$ cat config.mk
export PLATFORM = sky130hd
export DESIGN_NAME = seq_gate_arbiter
export DESIGN_NICKNAME = d
export VERILOG_FILES = /design/src/rtl/seq_gate_arbiter.sv
export SDC_FILE = /design/constraint.sdc
export NUM_CORES = 1
export LEC_CHECK = 0
export BUFFER_PORTS_ARGS = -buffer_cell sky130_fd_sc_hd__clkbuf_2
export CORE_AREA = 10 10 47 49
export DETAILED_ROUTE_END_ITERATION = 7
export DIE_AREA = 0 0 57 59
export HOLD_SLACK_MARGIN = 0.06
export PLACE_DENSITY = 0.67
export SYNTH_ARGS = -nofsm -noshare
export SYNTH_HDL_FRONTEND = slang
export SYNTH_SLANG_ARGS = --single-unit
$ cat constraint.sdc
create_clock -name clk -period 1.8 [get_ports clk]
set_input_delay 0.36 -clock clk [delete_from_list [all_inputs] [get_ports clk]]
set_output_delay 0.36 -clock clk [all_outputs]
set_load 0.05 [all_outputs]
$ cat src/rtl/seq_gate_arbiter.sv
// Two requesters share one gate unit through a round-robin arbiter; results
// land in a 2-entry queue tagged with the requester id and drain via val/rdy.
module seq_gate_arbiter #(
  parameter int W = 1
) (
  input  logic         clk,
  input  logic         reset,
  input  logic         req0_val,
  output logic         req0_rdy,
  input  logic [W-1:0] req0_in0,
  input  logic [W-1:0] req0_in1,
  input  logic [1:0]   req0_op,
  input  logic         req1_val,
  output logic         req1_rdy,
  input  logic [W-1:0] req1_in0,
  input  logic [W-1:0] req1_in1,
  input  logic [1:0]   req1_op,
  output logic         resp_val,
  input  logic         resp_rdy,
  output logic [W-1:0] resp_out,
  output logic         resp_id
);

  typedef enum logic [1:0] {
    OP_AND  = 2'b00,
    OP_OR   = 2'b01,
    OP_XOR  = 2'b10,
    OP_NAND = 2'b11
  } op_e;

  typedef struct packed {
    logic         id;
    logic [W-1:0] data;
  } entry_t;

  function automatic logic [W-1:0] apply_op(input op_e op, input logic [W-1:0] a,
                                            input logic [W-1:0] b);
    case (op)
      OP_AND:  return a & b;
      OP_OR:   return a | b;
      OP_XOR:  return a ^ b;
      default: return ~(a & b);
    endcase
  endfunction

  logic [1:0] count_q, count_d;
  logic       wr_ptr_q, wr_ptr_d;
  logic       rd_ptr_q, rd_ptr_d;
  logic       prio_q, prio_d;
  entry_t     mem_q [2];
  entry_t     mem_d [2];

  logic   can_acc;
  logic   fire;
  logic   grant_id;
  logic   deq;
  entry_t new_entry;
  entry_t head;

  // Acceptance looks only at occupancy, never at resp_rdy, so no
  // combinational path exists from the consumer back to the requesters.
  always_comb begin
    can_acc  = (count_q < 2'd2);
    fire     = can_acc & (req0_val | req1_val);
    grant_id = (req0_val & req1_val) ? prio_q : req1_val;
    req0_rdy = fire & ~grant_id;
    req1_rdy = fire & grant_id;
    deq      = (count_q != 2'd0) & resp_rdy;

    new_entry.id   = grant_id;
    new_entry.data = grant_id ? apply_op(op_e'(req1_op), req1_in0, req1_in1)
                              : apply_op(op_e'(req0_op), req0_in0, req0_in1);
  end

  // NOTE: every signal driven here gets a default first, so no path can leave
  // one unassigned and infer a latch.
  always_comb begin
    count_d  = count_q;
    wr_ptr_d = wr_ptr_q;
    rd_ptr_d = rd_ptr_q;
    prio_d   = prio_q;
    for (int i = 0; i < 2; i++) mem_d[i] = mem_q[i];

    if (fire) begin
      mem_d[wr_ptr_q] = new_entry;
      wr_ptr_d        = ~wr_ptr_q;
      prio_d          = ~grant_id;
    end
    if (deq) rd_ptr_d = ~rd_ptr_q;

    case ({fire, deq})
      2'b10:   count_d = count_q + 2'd1;
      2'b01:   count_d = count_q - 2'd1;
      default: count_d = count_q;
    endcase
  end

  // NOTE: state flops use non-blocking assignments so every flop samples the
  // pre-edge values regardless of block ordering.
  always_ff @(posedge clk or negedge reset) begin
    if (!reset) begin
      count_q  <= 2'd0;
      wr_ptr_q <= 1'b0;
      rd_ptr_q <= 1'b0;
      prio_q   <= 1'b0;
    end else begin
      count_q  <= count_d;
      wr_ptr_q <= wr_ptr_d;
      rd_ptr_q <= rd_ptr_d;
      prio_q   <= prio_d;
    end
  end

  // NOTE: queue storage is deliberately not reset; an entry is only observable
  // while count says it is valid, and the outputs are gated below.
  always_ff @(posedge clk) begin
    for (int i = 0; i < 2; i++) mem_q[i] <= mem_d[i];
  end

  always_comb begin
    head     = mem_q[rd_ptr_q];
    resp_val = (count_q != 2'd0);
    resp_out = resp_val ? head.data : '0;
    resp_id  = resp_val ? head.id : 1'b0;
  end

endmodule

# Word level (Yosys, flattened, before mapping)
# Memories as Yosys holds them, arrays and structs flattened.
# Cells that the tools add are included.
[classes]
mux = 11
n_eq_ne = 6
magnitude_cmp = 3
bitwise_logic = 18
reduce_logical = 5
addsub = 2
[op_table]
columns = ["op", "count"]
rows = [
  ["bitwise AND 1 bit", 7],
  ["== test 2 x 1 -> 1 bit, second input constant", 3],
  ["== test 2 bit, second input constant", 3],
  ["case mux 1 bit (3 select lines)", 2],
  ["inverter 1 bit", 5],
  ["bitwise mux 4 bit", 1],
  ["zero test 2 bit", 2],
  ["two-way mux 1 bit", 4],
  ["two-way mux 4 bit", 1],
  ["case mux 2 bit (2 select lines)", 1],
  ["nonzero test 2 bit", 2],
  ["OR 1 bit", 3],
  ["adder 2 x 1 -> 2 bit, second input constant", 1],
  ["demux 2 bit (select 1 bit)", 1],
  [">= comparator 2 bit, second input constant", 1],
  ["< comparator 2 x 1 -> 1 bit, second input constant", 1],
  ["< comparator 2 bit, second input constant", 1],
  ["two-way mux 2 bit", 1],
  ["inverter 1 -> 2 bit", 1],
  ["subtractor 2 x 1 -> 2 bit, second input constant", 1],
  ["bitwise XOR 1 bit", 2],
  ["logical AND 1 bit", 1],
]
[totals]
ramBits = 4
out_inout_bits = 5
wordCells = 50
register_bits = 5
in_bits = 13
mem_count = 1
[memory_table]
columns = ["memory", "words", "width", "rd", "rd_ports_with_merged_regs", "write_ports", "line_no", "source"]
rows = [
  ["mem_q", 2, 2, 3, 0, 2, "50", "entry_t mem_q [2];"],
]

# Depth between registers and ports, before layout
[logic_depth]
ltp_word = 7
depth_mapped = 6
mapped_depth_nobuf = 6

# Worst setup path after synthesis
# Ideal clock, no wire load.
[synth_timing]
path_kind = "flip-flop to output port"
from = "reg count_q[1]"
to = "out req0_rdy"
arrival_time_ns = 1.299
stages_incl_launch_ff = 3
required_time_ns = 1.440
slack_ns = 0.141
n_path_buf = 0
path_cell_list = "dfrtp_1 > o21bai_2 > nor2_1"
[synth_between]
elab_chain_len = 3
[synth_lines]
columns = ["element", "line_no", "source"]
rows = [
  ["from (decl)", "46", "logic [1:0] count_q, count_d;"],
  ["from (signal assigned)", "107", "count_q <= count_d;"],
  ["< comparator 2 bit", "63", "can_acc = (count_q < 2'd2);"],
  ["bitwise AND 1 bit", "64", "fire = can_acc & (req0_val | req1_val);"],
  ["bitwise AND 1 bit", "66", "req0_rdy = fire & ~grant_id;"],
  ["to (decl)", "9", "output logic req0_rdy,"],
]
# Every way passes these cells.

# Worst setup path in the final report
# Same ends and word-level chain as after synthesis.

==> metrics.yaml <==
root_buffer: "clkbuf_4"
clk_latency_ns: 0.26
detail_route.iter0.violations: 10
powerDensity_nw_per_um2: 1593
via_per_inst: 4.681
drive_gt1_share_pct: 30.67
cp-start-kind: "register"
die_w_um: 57
fmax_mhz: 589.6
worst_slew_pin_slew_ns: 0.2893
fillers: 146
cp_max_fo: 6
slew_headroom_pct: 80.80
rsz0062_at_grt: "false"
maxSlewViolCount: 0
clkTransAtPathRegs_ns: 0.06
clock_sinks: 9
num_antenna_cells: 0
fp.dieArea_um2: 3363
rr_endpoint: "count_q[1]$_DFFE_PN0P_"
grt_max_degree: 7
place.gp.congestion: 0.7236
final_cell_area_um2: 691.9
grt_pass1_vias: 458
fin_nets: 94
reg2regPathDepth: 5
hpwl_um: 875.7
min_path_type: "input pin to asynchronous set/reset pin"
die_h_um: 59
clockBufferDepth: 2
gr-total-overflow: 0
hold_viol_final: 0
synthToLayoutAreaGrowth_pct: 25.68
fin_crit_sh_pct: 94.22
min_period_ns: 1.696
ir_drop_mv: 0.6735
ctsHoldBuffers: 1
start_util_pct: 39.29
antenna_left: 0
outcome: "finished, final reports clean"
top_layer: "met4"
wl_met2_um: 536
ff2ff_setup_slack_ns: 0.35
drc_errors: 0
reg2reg_from: "count_q[0]$_DFFE_PN0P_"
cts_made_buffers: 3
p_leak_nw: 0.3579
fin_setup_tns_ns: 0
io_pins: 18
cp.required_ns: 1.44
fin_worst_skew_ns: 0.006973
cts_resized: 0
synthCells: 53
ys_seq_area_share_pct: 44.55
grt_pass1_wl_um: 1828
antenna_found_initial: 0
cts_tree: "yes"
coreArea_um2: 1401
vias: 426
drv_cap: 0
wl_met3_um: 54
setup_viol_count_final: 0
wl_met1_um: 392
synth_nets: 71
htree_num_levels: 1
num_rows: 14
avgRoutedWirePerCell_um: 11.07
synth_area_um2: 550.5
first_pass_iters: 4
track_usage_pct: 6.885
wl_um: 1007
cp.arrival_ns: 1.34
ys_types: 16
dpl_cell_area_um2: 655.6
ys_warn_count: 0
end_kind: "primary output"
ys_ff_latch: 9
criticalPathCategory: "register to primary output"
cts_setup_buffers: 0
postLayoutCoreUtil_pct: 49.38
portBuffers: 17
syn_area_per_cell_um2: 10.39
-- metal layers --
metal  global-route usage (%)  vias up
li1                         -      221
met1                    7.047      192
met2                    10.85       11
met3                    1.931        2
met4                    7.047        0
met5                        0        -
-- placed cells by master (no fill, tap or decap), drive strengths merged --
cell type / n
clkbuf: 21
nor2: 10
inv: 9
ha: 5
dfrtp: 5
mux2i: 4
edfxtp: 4
a21oi: 3
xnor2: 3
o21ai: 2
xor2: 2
o21bai: 1
a21boi: 1
o211ai: 1
o2111ai: 1
and2b: 1
nor2b: 1
dlygate4sd3: 1
-- Yosys cell counts, drive strengths merged --
library cell  instances  area (um2)
o2111ai               1       8.760
xor2                  2       17.52
a21oi                 3       15.01
o211ai                1       7.510
inv                   9       33.78
o21ai                 2       10.01
mux2i                 4       40.04
edfxtp                4       120.1
dfrtp                 5       125.1
ha                    5       62.56
a21boi                1       18.77
and2b                 1       7.510
nor2                 10       37.54
xnor2                 3       26.28
o21bai                1       11.26
nor2b                 1       8.760
-- cell type report --
| class | count | area, um2 | share of cell area, % |
|---|---|---|---|
| Clock buffer | 4 | 26.28 | 3.797 |
| Inverter | 9 | 33.78 | 4.882 |
| Multi-Input combinational cell | 35 | 271.5 | 39.24 |
| Sequential cell | 9 | 245.2 | 35.44 |
| Tap cell | 16 | 20.02 | 2.893 |
| Timing Repair Buffer | 18 | 95.09 | 13.74 |
-- how the worst max path moves through the flow --
stage / from / to / slack (ns) / cells after the start
finish: count_q[1]$_DFFE_PN0P_ / req0_rdy / 0.10 / 3
global route: count_q[1]$_DFFE_PN0P_ / req0_rdy / 0.02 / 3
CTS: count_q[1]$_DFFE_PN0P_ / req0_rdy / 0.08 / 3
detailed placement: req1_val / req1_rdy / 0.31 / 4
global placement: req1_val / req1_rdy / 0.34 / 4
floorplan: count_q[1]$_DFFE_PN0P_ / req0_rdy / 0.14 / 2
-- registers in the layout, indices dropped and copies added, names as in the netlist --
register	cells
count_q	2
prio_q	1
wr_ptr_q	1
mem_q	4
rd_ptr_q	1
-- critical path: stages, from the launching register on --
cell and delay (ns):
dfrtp_1 0.41, o21bai_2 0.26, nor2_1 0.12, clkbuf_2 0.29
-- metrics by stage --
stage	hold WS [ns]	worst slack [ns]	instances	total power, mW
floorplan	0.06441	0.1414	53	0.8270
global placement	0.1862	0.3368	86	0.9385
detailed placement	0.1902	0.3128	86	0.9568
CTS	0.4446	0.08308	91	1.118
global route	0.4600	0.02194	91	1.188
finish	0.4513	0.1040	91	1.102
-- power by group --
group	switching, mW	internal, mW	leakage (nW)
sequential	0.0582	0.314	0.0952
clock	0.0701	0.0854	0.0150
combinational	0.381	0.193	0.248
-- logic make-up (layout without fill, tap and decap cells) --
group           Yosys count  count (layout)  share of synthesized area, %
simple gates             12              12                         9.774
compound gates            9               9                         12.95
buf+inv                   9              31                         6.136
xor+xnor                  5               5                         7.956
flops                     9               9                         44.55
mux                       4               4                         7.273
fa+ha+maj                 5               5                         11.36
Note: power is estimated with default switching activity, not from simulation.
